--- src/rtl/srsc_gain_divider_if.sv ---
// -----------------------------------------------------------------------------
// srsc_gain_divider_if
// Operand/result handshake bundle for the saturation-correction gain divider.
//   in_valid / in_ready : operand pair handshake (num, den unsigned integers)
//   out_valid/ out_ready: result handshake (gain Q3.13, sat clamp flag)
// Modports:
//   master : the side that issues operands and consumes results
//   slave  : the divider itself
// -----------------------------------------------------------------------------
interface srsc_gain_divider_if #(
  parameter int IN_W = 8,
  parameter int Q_W  = 16
);
  logic            in_valid;
  logic            in_ready;
  logic [IN_W-1:0] num;
  logic [IN_W-1:0] den;
  logic            out_valid;
  logic            out_ready;
  logic [Q_W-1:0]  gain;
  logic            sat;

  modport master (
    output in_valid, num, den, out_ready,
    input  in_ready, out_valid, gain, sat
  );

  modport slave (
    input  in_valid, num, den, out_ready,
    output in_ready, out_valid, gain, sat
  );
endinterface

--- src/rtl/srsc_gain_divider.sv ---
// -----------------------------------------------------------------------------
// srsc_gain_divider
// Sequential radix-2 restoring divider producing the per-pixel saturation
// correction gain = floor(num * 2^FRAC_BITS / den) in Q3.13, clamped to
// all-ones (with sat=1) when the quotient does not fit or den is zero.
// Fixed latency: accept in cycle t, result valid in cycle t+18.
// Ports:
//   clk   : rising-edge clock
//   rst   : synchronous, active-high reset
//   s_bus : operand/result handshake (slave modport of srsc_gain_divider_if)
// -----------------------------------------------------------------------------
module srsc_gain_divider #(
  parameter int IN_W      = 8,
  parameter int FRAC_BITS = 13,
  parameter int Q_W       = 16
) (
  input  logic                 clk,
  input  logic                 rst,
  srsc_gain_divider_if.slave   s_bus
);

  localparam int INT_BITS = Q_W - FRAC_BITS;
  localparam int CNT_W    = $clog2(Q_W);

  typedef enum logic [1:0] {IDLE, LOAD, DIV, DONE} state_t;

  state_t          r_state;
  logic [IN_W-1:0] r_num;
  logic [IN_W-1:0] r_den;
  logic [IN_W-1:0] r_rem;       // partial remainder, always < den between steps
  logic [Q_W-1:0]  r_dq;        // dividend bits shift out the top, quotient bits shift in the bottom
  logic [CNT_W-1:0] r_cnt;
  logic            r_sat_flag;
  logic            r_in_ready;
  logic            r_out_valid;
  logic [Q_W-1:0]  r_gain;
  logic            r_sat;

  logic [IN_W:0]   w_rem_shift;
  logic            w_ge;
  logic [IN_W-1:0] w_rem_next;
  logic            w_sat_flag;

  // One restoring step: bring in the next dividend bit, subtract if it fits.
  // The difference is < den when taken, so IN_W-bit modular subtraction is exact.
  assign w_rem_shift = {r_rem, r_dq[Q_W-1]};
  assign w_ge        = (w_rem_shift >= {1'b0, r_den});
  assign w_rem_next  = w_ge ? (w_rem_shift[IN_W-1:0] - r_den) : w_rem_shift[IN_W-1:0];

  // Quotient overflows Q_W bits exactly when num/den >= 2^INT_BITS.
  assign w_sat_flag  = (r_den == '0) ||
                       ({{INT_BITS{1'b0}}, r_num} >= {r_den, {INT_BITS{1'b0}}});

  always_ff @(posedge clk) begin
    if (rst) begin
      // NOTE: every register is cleared here, datapath included, so an aborted
      // division leaves no stale operand or partial result behind.
      r_state     <= IDLE;
      r_num       <= '0;
      r_den       <= '0;
      r_rem       <= '0;
      r_dq        <= '0;
      r_cnt       <= '0;
      r_sat_flag  <= 1'b0;
      r_in_ready  <= 1'b1;
      r_out_valid <= 1'b0;
      r_gain      <= '0;
      r_sat       <= 1'b0;
    end else begin
      // NOTE: non-blocking assignments throughout, so every branch below reads
      // the values registers held before this edge.
      case (r_state)
        IDLE: begin
          if (s_bus.in_valid && r_in_ready) begin
            r_num      <= s_bus.num;
            r_den      <= s_bus.den;
            r_in_ready <= 1'b0;
            r_state    <= LOAD;
          end
        end

        LOAD: begin
          r_sat_flag <= w_sat_flag;
          // The dividend num<<FRAC_BITS has bits above Q_W-1. Those steps can
          // only yield quotient zeros when unsaturated, so their remainder is
          // simply the upper dividend bits; preload it and run Q_W steps over
          // the low Q_W dividend bits.
          r_rem      <= r_num >> INT_BITS;
          r_dq       <= Q_W'({r_num, {FRAC_BITS{1'b0}}});
          r_cnt      <= CNT_W'(Q_W - 1);
          r_state    <= DIV;
        end

        DIV: begin
          r_rem <= w_rem_next;
          r_dq  <= {r_dq[Q_W-2:0], w_ge};
          r_cnt <= r_cnt - CNT_W'(1);
          if (r_cnt == '0) begin
            r_gain      <= r_sat_flag ? '1 : {r_dq[Q_W-2:0], w_ge};
            r_sat       <= r_sat_flag;
            r_out_valid <= 1'b1;
            r_state     <= DONE;
          end
        end

        DONE: begin
          // gain/sat stay as they are after the handshake.
          if (s_bus.out_ready) begin
            r_out_valid <= 1'b0;
            r_in_ready  <= 1'b1;
            r_state     <= IDLE;
          end
        end

        default: r_state <= IDLE;
      endcase
    end
  end

  assign s_bus.in_ready  = r_in_ready;
  assign s_bus.out_valid = r_out_valid;
  assign s_bus.gain      = r_gain;
  assign s_bus.sat       = r_sat;

endmodule

--- src/flat_wrapper.sv ---
// flat-port wrapper written by rule: the top's interface ports become plain ports
module srsc_gain_divider_flat 
#(
  parameter int IN_W      = 8,
  parameter int FRAC_BITS = 13,
  parameter int Q_W       = 16
)
  (clk, rst, s_bus_in_valid, s_bus_num, s_bus_den, s_bus_out_ready, s_bus_in_ready, s_bus_out_valid, s_bus_gain, s_bus_sat);
  srsc_gain_divider_if #(.IN_W(IN_W), .Q_W(Q_W)) s_bus_i ();
  input  logic clk;
  input  logic rst;
  input wire logic [$bits(s_bus_i.in_valid)-1:0] s_bus_in_valid;
  input wire logic [$bits(s_bus_i.num)-1:0] s_bus_num;
  input wire logic [$bits(s_bus_i.den)-1:0] s_bus_den;
  input wire logic [$bits(s_bus_i.out_ready)-1:0] s_bus_out_ready;
  output wire logic [$bits(s_bus_i.in_ready)-1:0] s_bus_in_ready;
  output wire logic [$bits(s_bus_i.out_valid)-1:0] s_bus_out_valid;
  output wire logic [$bits(s_bus_i.gain)-1:0] s_bus_gain;
  output wire logic [$bits(s_bus_i.sat)-1:0] s_bus_sat;
  assign s_bus_i.in_valid = s_bus_in_valid;
  assign s_bus_i.num = s_bus_num;
  assign s_bus_i.den = s_bus_den;
  assign s_bus_i.out_ready = s_bus_out_ready;
  assign s_bus_in_ready = s_bus_i.in_ready;
  assign s_bus_out_valid = s_bus_i.out_valid;
  assign s_bus_gain = s_bus_i.gain;
  assign s_bus_sat = s_bus_i.sat;
  srsc_gain_divider #(.IN_W(IN_W), .FRAC_BITS(FRAC_BITS), .Q_W(Q_W)) u_core (.clk(clk), .rst(rst), .s_bus(s_bus_i));
endmodule
--- config.mk ---
export PLATFORM = sky130hd
export DESIGN_NAME = srsc_gain_divider_flat
export DESIGN_NICKNAME = d
export VERILOG_FILES = /design/src/rtl/srsc_gain_divider_if.sv /design/src/rtl/srsc_gain_divider.sv /design/src/flat_wrapper.sv
export SDC_FILE = /design/constraint.sdc
export NUM_CORES = 1
export LEC_CHECK = 0
export BUFFER_PORTS_ARGS = -buffer_cell sky130_fd_sc_hd__buf_2
export CELL_PAD_IN_SITES_DETAIL_PLACEMENT = 1
export CELL_PAD_IN_SITES_GLOBAL_PLACEMENT = 2
export CORE_UTILIZATION = 37
export CTS_CLUSTER_SIZE = 16
export DETAILED_ROUTE_END_ITERATION = 16
export PLACE_DENSITY_LB_ADDON = 0.1
export REMOVE_ABC_BUFFERS = 1
export SYNTH_ARGS = -nofsm -noshare
export SYNTH_HDL_FRONTEND = slang
export SYNTH_SLANG_ARGS = --single-unit
--- constraint.sdc ---
create_clock -name clk -period 3.2 [get_ports clk]
set_input_delay 0.64 -clock clk [delete_from_list [all_inputs] [get_ports clk]]
set_output_delay 0.64 -clock clk [all_outputs]
set_load 0.01 [all_outputs]
==> results_dict.tcl, run 1 <==
set metrics [dict create \
    status "completed" \
    antenna_left 0 \
    startpoint_type "flop" \
    drive_gt1_frac 0.147 \
    antenna_found_initial 0 \
    final_common_cell "dfxtp_1" \
    start_util 0.385 \
    core_area_mm2 0.00826 \
    port_buffers 38 \
    max_stage_delay_ns 0.36 \
    rows 33 \
    p_leak_nw 1.44 \
    path_clk_slew_ns 0.08 \
    cap_violations 0 \
    die_h_um 94.7 \
    finalHoldViolations 0 \
    netlist_area_mm2 0.00318 \
    crit_type "flop to flop" \
    vias_per_cell 5.25 \
    place_area_mm2 0.00343 \
    finalSetupViolations 0 \
    fill_cells 1040 \
    worstPathCellList "inv_1 > ha_1 > a21o_1 > a211o_1 > a21oi_4 > mux2i_1 > o22ai_1" \
    peakVddDrop_mv 0.414 \
    syn_avg_cell_area_um2 8.16 \
    max_slew_margin 0.532 \
    cts_resized 0 \
    holdCritPathClass "flop to flop" \
    ys.flop_type "dfxtp_1" \
    report.final.slew_viol_count 0 \
    place_hpwl_um 5590 \
    synth_edf_count 0 \
    area_growth_pct 14.8 \
    gr-total-overflow 0 \
    routedWlPerCell_um 14.9 \
    synth_cells 390 \
    multi_input_area_mm2 0.00167 \
    register_area_mm2 0.00132 \
    cts_root_buf "clkbuf_8" \
    cts_setup_buffers 0 \
    cts_tree "built" \
    clk_path_buf_depth 2 \
    fmax_ghz 0.481 \
    fin_crit_ns 2.08 \
    fin_nets 457 \
    h-tree-depth 3 \
    min_period_over_period 0.650 \
    cp-end-kind "flop" \
    die_w_um 94.7 \
    cp_slowest_cell "a21oi_4" \
    stdcell_count 528 \
    tightest_slew_ns 0.701 \
    cts-buffers-inserted 9 \
    seq_area_frac_synth 0.415 \
    fin_tns_setup_ns 0 \
    cts_sinks 66 \
    rsz0062_at_grt "no" \
    async_reset_ff_frac 0 \
    via_count 2772 \
    drt-pass1-iter-count 4 \
    grt_max_degree 34 \
    yosys_warnings 0 \
    drc_errors 0 \
    power_density_mw_per_mm2 903 \
    cts_hold_buf 0 \
    final_cell_mix "dfxtp_1, nand2_1, nor2_1" \
    dieArea_mm2 0.00897 \
    grt_pass1_vias 2826 \
    ys_types 47 \
    drt-initial-drc-count 80 \
    io-pin-count 39 \
    crit_fanout 13 \
    cp_data_required_time_ns 3.43 \
    critPathArrivalTime_ns 2.31 \
    clock_latency_ns 0.35 \
    placedCellCount 512 \
    gp_congestion 0.859 \
    drt_wl_total_um 7870 \
    fin_skew_ns 0.00854 \
    grt_pass1_wl_um 13900 \
    post-route-cell-area_mm2 0.00365 \
    grtUsageTotal 0.200 \
    antenna_cells 0 \
    ys_seq_elements 66 \
]
## stage by stage
step                 util  setup WS, ns  hold slack (ns)  power, W
finish              0.442          1.12            0.456   0.00330
global route        0.442         0.973            0.480   0.00360
CTS                 0.442          1.11            0.460   0.00335
detailed placement  0.416          1.12            0.449   0.00256
global placement    0.416          1.23            0.444   0.00252
floorplan               -          1.11            0.430   0.00212
## state kept, by name (all words and copies together), names as in the netlist
| register | flops |
|---|---|
| u_core.r_cnt | 4 |
| u_core.s_bus.in_ready | 1 |
| u_core.s_bus.gain | 16 |
| u_core.r_den | 8 |
| u_core.r_sat_flag | 1 |
| u_core.r_state | 2 |
| u_core.r_num | 8 |
| u_core.r_rem | 8 |
| u_core.s_bus.sat | 1 |
| u_core.r_dq | 16 |
| u_core.s_bus.out_valid | 1 |
## cell usage after synthesis (5+ instances only)
| cell type | instances | area (um2) |
|---|---|---|
| clkbuf_1 | 17 | 63.8 |
| mux2i_1 | 10 | 100 |
| o21ai_0 | 5 | 25.0 |
| buf_2 | 5 | 25.0 |
| and3_1 | 5 | 31.3 |
| inv_1 | 19 | 71.3 |
| a211oi_1 | 20 | 150 |
| nand3_1 | 18 | 90.1 |
| ha_1 | 18 | 225 |
| dfxtp_1 | 66 | 1320 |
| nand2_1 | 52 | 195 |
| a21oi_1 | 44 | 220 |
| nor2_1 | 47 | 176 |
## layout make-up
cell class / instances / area share
flip-flops and latches: 66 / 0.362
clock inverters: 7 / 0.0257
inverters: 19 / 0.0195
well taps: 105 / 0.0360
repair buffers: 44 / 0.0644
multi-input cells: 278 / 0.458
clock buffers: 9 / 0.0339
## cell families (layout without fill, tap and decap cells)
logic type                 count (synthesis)  after routing  share of synthesized area
AOI/OAI and AO/OA                        105            105                      0.215
xor gates and xnor gates                   4              4                     0.0110
adders and majority gates                 19             19                     0.0771
buffers and inverters                     46             79                     0.0586
DFF                                       66             66                      0.415
muxes                                     10             10                     0.0315
and+or+nand+nor                          140            140                      0.192
## where the power goes
group	total [W]	leakage, nW	internal, W	switching, W
Combinational	0.00141	0.798	0.000552	0.000860
Sequential	0.00110	0.536	0.000975	0.000129
Clock	0.000781	0.105	0.000437	0.000344
## per-layer routing
metal  wire length (um)  track usage  vias to the layer above
li1                   -            -                     1424
met1               3960        0.262                     1299
met2               3630        0.329                       41
met3                196       0.0483                        8
met4                 80       0.0530                        0
met5                  0            0                        -
## worst max-delay path: cells and delay by family (launching register included)
| kind | cells | cell delay (ns) |
|---|---|---|
| AOI/OAI and AO/OA | 4 | 0.96 |
| adders and majority gates | 1 | 0.34 |
| buffers and inverters | 1 | 0.07 |
| DFF | 1 | 0.34 |
| muxes | 1 | 0.25 |
## worst paths after layout
| path | from | endpoint | slack (ns) | cells past startpoint |
|---|---|---|---|---|
| min reg2reg | u_core.r_den[3]$_SDFFE_PP0P_ | u_core.r_den[3]$_SDFFE_PP0P_ | 0.46 | 2 |
| max | u_core.r_den[6]$_SDFFE_PP0P_ | u_core.r_rem[3]$_SDFFE_PP0P_ | 1.12 | 7 |
| max reg2reg | u_core.r_den[6]$_SDFFE_PP0P_ | u_core.r_rem[3]$_SDFFE_PP0P_ | 1.12 | 7 |
| min | u_core.r_den[3]$_SDFFE_PP0P_ | u_core.r_den[3]$_SDFFE_PP0P_ | 0.46 | 2 |
(Power assumes the default switching activity.)
==> run 2: changes to the inputs <==
Settings changed: CORE_UTILIZATION 37 to 34.
Clock period 3.2 ns to 2 ns, I/O delays scaled along.
==> run 2 against run 1 <==
Sequential power up 58%. Routed wire length up 2.4%. Clock power up 47%. Sequential share of layout area down 1.2 points. Clock skew down 0.00085 ns. Global-route usage down 2.2 points. Fmax up 10%. Critical path type unchanged.
==> results_dict.tcl, run 2 (same netlist as run 1, synthesis figures left out) <==
set metrics [dict create \
    status "completed" \
    min_period_over_period 0.942 \
    fin_skew_ns 0.00769 \
    drt-initial-drc-count 87 \
    critPathArrivalTime_ns 2.15 \
    final_common_cell "dfxtp_1" \
    fin_nets 468 \
    gr-total-overflow 0 \
    start_util 0.358 \
    die_h_um 98.7 \
    p_sw_w 0.00220 \
    p_sw_frac 0.402 \
    place_hpwl_um 5890 \
    drt_wl_total_um 8060 \
    pwr-share-seq 0.319 \
    antenna_found_initial 0 \
    clkPwrFrac 0.211 \
    cp-end-kind "flop" \
    routedWlPerCell_um 14.9 \
    max_slew_margin 0.635 \
    vias_per_cell 5.15 \
    totalPowerFinal_w 0.00546 \
    die_w_um 98.7 \
    crit_fanout 13 \
    power.share.combinational 0.471 \
    holdCritPathClass "input port to flop" \
    via_count 2792 \
    drc_errors 0 \
    area_growth_pct 18.6 \
    report.final.slew_viol_count 0 \
    cts_hold_buf 0 \
    crit_type "flop to flop" \
    drt-pass1-iter-count 4 \
    cts-buffers-inserted 9 \
    cap_violations 0 \
    internal_power_w 0.00327 \
    grtUsageMet1 0.243 \
    clk_path_buf_depth 2 \
    finalHoldViolations 0 \
    port_buffers 38 \
    met2_usage 0.289 \
    startpoint_type "flop" \
    antenna_cells 0 \
    cts_tree "built" \
    core_area_mm2 0.00889 \
    cts_setup_buffers 0 \
    drive_gt1_frac 0.184 \
    cp_data_required_time_ns 2.26 \
    gp_congestion 0.783 \
    cts_root_buf "clkbuf_8" \
    rows 34 \
    grt_max_degree 36 \
    postLayoutCoreUtil 0.424 \
    grt_busiest_layer "met2" \
    antenna_left 0 \
    io-pin-count 39 \
    fmax_ghz 0.531 \
    rsz0062_at_grt "no" \
    h-tree-depth 3 \
    p_leak_nw 1.50 \
    dieArea_mm2 0.00975 \
    grtUsageTotal 0.178 \
    power_density_mw_per_mm2 1450 \
    peakVddDrop_mv 0.623 \
    grt_pass1_vias 2822 \
    cts_resized 0 \
    tightest_slew_ns 0.548 \
    path_clk_slew_ns 0.07 \
    cts_sinks 66 \
    grt_pass1_wl_um 13900 \
    finalSetupViolations 0 \
    clock_latency_ns 0.33 \
    grt_util_met3 0.0326 \
    final_cell_mix "dfxtp_1, nand2_1, nor2_1" \
    fin_crit_ns 1.88 \
]
==> run 2: changes by cell type in the layout (fill, tap and decap cells not counted), sizes merged <==
cell and delta:
bufinv -1, clkbuf +1, clkinvlp -1, inv +1, buf +11
==> run 2: per-stage QoR <==
stage | setup WS, ns | cell area (um2) | instances | setup TNS, ns | hold WS (ns)
4_1_cts | 0.0593 | 3750 | 542 | 0 | 0.282
3_3_place_gp | 0.104 | 3540 | 526 | 0 | 0.444
2_1_floorplan | -0.0879 | 3070 | 363 | -0.707 | 0.430
6_report | 0.115 | 3770 | 542 | 0 | 0.300
5_1_grt | 0.0163 | 3770 | 542 | 0 | 0.296
3_5_place_dp | 0.0827 | 3540 | 526 | 0 | 0.451
==> run 2: cell type report <==
class	count	area (um2)
Tap cell	108	135
Timing Repair Buffer	55	343
Inverter	19	71.3
Clock buffer	10	138
Multi-Input combinational cell	278	1700
Sequential cell	66	1320
Clock inverter	6	65.1
Fill cell	1095	5120
==> run 2: worst paths after layout <==
kind / from / endpoint / slack (ns) / cells past startpoint
setup / recovery: u_core.r_den[6]$_SDFFE_PP0P_ / u_core.r_rem[0]$_SDFFE_PP0P_ / 0.12 / 8
hold / removal: s_bus_den[7] / u_core.r_den[7]$_SDFFE_PP0P_ / 0.30 / 3
setup reg to reg: u_core.r_den[6]$_SDFFE_PP0P_ / u_core.r_rem[0]$_SDFFE_PP0P_ / 0.12 / 8
hold reg to reg: u_core.r_den[7]$_SDFFE_PP0P_ / u_core.r_den[7]$_SDFFE_PP0P_ / 0.46 / 2
==> run 2: layer usage <==
metal,vias to the layer above,share of wire
met1,1300,0.52
met4,0,0.010
met3,6,0.025
li1,1448,-
met2,38,0.44
met5,-,0
==> run 2: power groups by stage <==
stage	Sequential [W]	Combinational (W)	Clock, W
final	0.00174	0.00257	0.00115
after global routing	0.00178	0.00289	0.00124
after CTS	0.00174	0.00257	0.00119
after detailed placement	0.00177	0.00256	0
after global placement	0.00176	0.00251	0
after floorplan	0.00178	0.00161	0
==> run 2: worst max-delay path, cell delays in order, from the launching register on <==
cell	delay, ns
dfxtp_1	0.35
inv_2	0.07
ha_1	0.28
a21o_1	0.16
a211o_1	0.32
a21oi_4	0.14
buf_12	0.15
mux2i_1	0.22
o2bb2ai_1	0.13
==> run 3: changes to the inputs <==
Settings changed: GPL_TIMING_DRIVEN set to 0, PLACE_DENSITY set to 0.84, PLACE_DENSITY_LB_ADDON 0.1 to unset.
==> run 3 against run 2 <==
Non-clock buffer count is 8 lower. Clock power up 11%. Die area stayed put. Routed wire length rose by 0.98%. Largest power group unchanged.
==> results_dict.tcl, run 3 (same netlist as run 1, synthesis figures left out) <==
set metrics [dict create \
    status "completed" \
    die_h_um 98.7 \
    cts_hold_buf 0 \
    core_area_mm2 0.00889 \
    io-pin-count 39 \
    max_stage_delay_ns 0.37 \
    vias_per_cell 5.21 \
    drt_wl_total_um 8140 \
    drt-initial-drc-count 107 \
    holdCritPathClass "input port to flop" \
    fmax_ghz 0.518 \
    drive_gt1_frac 0.211 \
    drt-pass1-iter-count 6 \
    clock_latency_ns 0.34 \
    grt_pass1_vias 2816 \
    r2r_start "u_core.r_den[1]$_SDFFE_PP0P_" \
    start_util 0.358 \
    fin_nets 461 \
    p_leak_nw 1.47 \
    finalSetupViolations 0 \
    worstPathCellList "inv_1 > ha_1 > o211ai_1 > o21ai_2 > a21oi_4 > mux2i_1 > o22ai_1" \
    antenna_found_initial 0 \
    cts_root_buf "clkbuf_8" \
    cts_tree "built" \
    timing.hold.ws_ns 0.285 \
    final_common_cell "dfxtp_1" \
    dieArea_mm2 0.00975 \
    max_slew_margin 0.170 \
    cts_sinks 66 \
    hp-start "s_bus_den[0]" \
    cap_violations 0 \
    place_hpwl_um 5290 \
    cp_data_required_time_ns 2.16 \
    dpl_worst_slack_ns -0.683 \
    antenna_cells 0 \
    grt_pass1_wl_um 13500 \
    gr-total-overflow 0 \
    critPathArrivalTime_ns 2.09 \
    cp-end-kind "flop" \
    routedWlPerCell_um 15.2 \
    h-tree-depth 3 \
    grtUsageTotal 0.174 \
    fill_cells 1063 \
    startpoint_type "flop" \
    path_clk_slew_ns 0.07 \
    antenna_left 0 \
    fin_crit_ns 1.93 \
    port_buffers 38 \
    gp_congestion 0.867 \
    grt_max_degree 67 \
    cp_slowest_cell "dfxtp_4" \
    min_period_over_period 0.965 \
    power_density_mw_per_mm2 1520 \
    report.final.slew_viol_count 0 \
    rows 34 \
    finalHoldViolations 0 \
    tightest_slew_ns 1.25 \
    clk_path_buf_depth 2 \
    die_w_um 98.7 \
    crit_path_start "u_core.r_den[1]$_SDFFE_PP0P_" \
    final_cell_mix "dfxtp_1, nand2_1, nor2_1" \
    crit_type "flop to flop" \
    area_growth_pct 20.3 \
    fin_ws_ns 0.0706 \
    drc_errors 0 \
    via_count 2790 \
    fin_skew_ns 0.00848 \
    peakVddDrop_mv 0.644 \
    crit_fanout 5 \
    cts-buffers-inserted 9 \
]
==> run 3: cell types whose count changed in the layout (fill, tap and decap cells not counted), moves of 2 or more <==
cell        previous run  this run
buf_4                 15         6
ha_1                  15         9
ha_4                   1         6
dfxtp_1               65        61
buf_6                  0         3
dfxtp_2                1         4
inv_1                 18        15
buf_12                 2         0
clkinvlp_4             1         3
==> run 3: per-stage QoR <==
| stage | instances | total power [W] | TNS [ns] | area, um2 | utilization |
|---|---|---|---|---|---|
| final | 535 | 0.00580 | 0 | 3820 | 0.430 |
| after global routing | 535 | 0.00623 | -0.0569 | 3820 | 0.430 |
| after CTS | 528 | 0.00551 | 0 | 3690 | 0.415 |
| after detailed placement | 509 | 0.00403 | -21.86 | 3390 | 0.381 |
| after global placement | 509 | 0.00395 | -20.95 | 3390 | 0.381 |
| after floorplan | 363 | 0.00338 | -0.707 | 3070 | - |
==> run 3: metal layers <==
| layer | GRT usage | up-vias | share of wire | routed length [um] |
|---|---|---|---|---|
| met5 | 0 | - | 0 | 0 |
| met2 | 0.281 | 35 | 0.46 | 3750 |
| met1 | 0.233 | 1312 | 0.50 | 4050 |
| met4 | 0.0563 | 0 | 0.015 | 119 |
| met3 | 0.0348 | 9 | 0.026 | 213 |
| li1 | - | 1434 | - | - |
==> run 3: power by group <==
part | switching (W) | internal [W] | leakage [nW]
sequential | 0.000220 | 0.00156 | 0.539
clock | 0.000568 | 0.000715 | 0.112
combinational | 0.00154 | 0.00119 | 0.816
==> run 3: layout make-up <==
type,count,area [um2],share of cell area
Sequential cell,66,1330,0.348
Timing Repair inverter,1,5.00,0.00131
Timing Repair Buffer,47,269,0.0703
Clock buffer,9,124,0.0324
Inverter,19,78.8,0.0206
Tap cell,108,135,0.0353
Clock inverter,7,101,0.0265
Multi-Input combinational cell,278,1780,0.466
==> run 3: worst paths after layout <==
check	endpoint	slack, ns	depth (start not counted)
hold reg to reg	u_core.r_num[3]$_SDFFE_PP0P_	0.46	2
hold / removal	u_core.r_den[0]$_SDFFE_PP0P_	0.29	3
setup / recovery	u_core.r_rem[2]$_SDFFE_PP0P_	0.07	7
setup reg to reg	u_core.r_rem[2]$_SDFFE_PP0P_	0.07	7
==> run 3: critical path: cells and delay by family (launching register included) <==
kind / cells / cell delay [ns]
adder cells (fa/ha/maj): 1 / 0.31
AO/OA/AOI/OAI: 4 / 0.69
buffers and inverters: 1 / 0.08
flip-flops: 1 / 0.37
multiplexers: 1 / 0.29
==> run 3: what timing repair did <==
item / 4_1_cts / 5_1_grt
resized for setup: 12 / 20
pin swaps: 1 / 3
setup endpoints to repair: 44 / 25
cloned: 1 / 0
setup buffers: 2 / 7
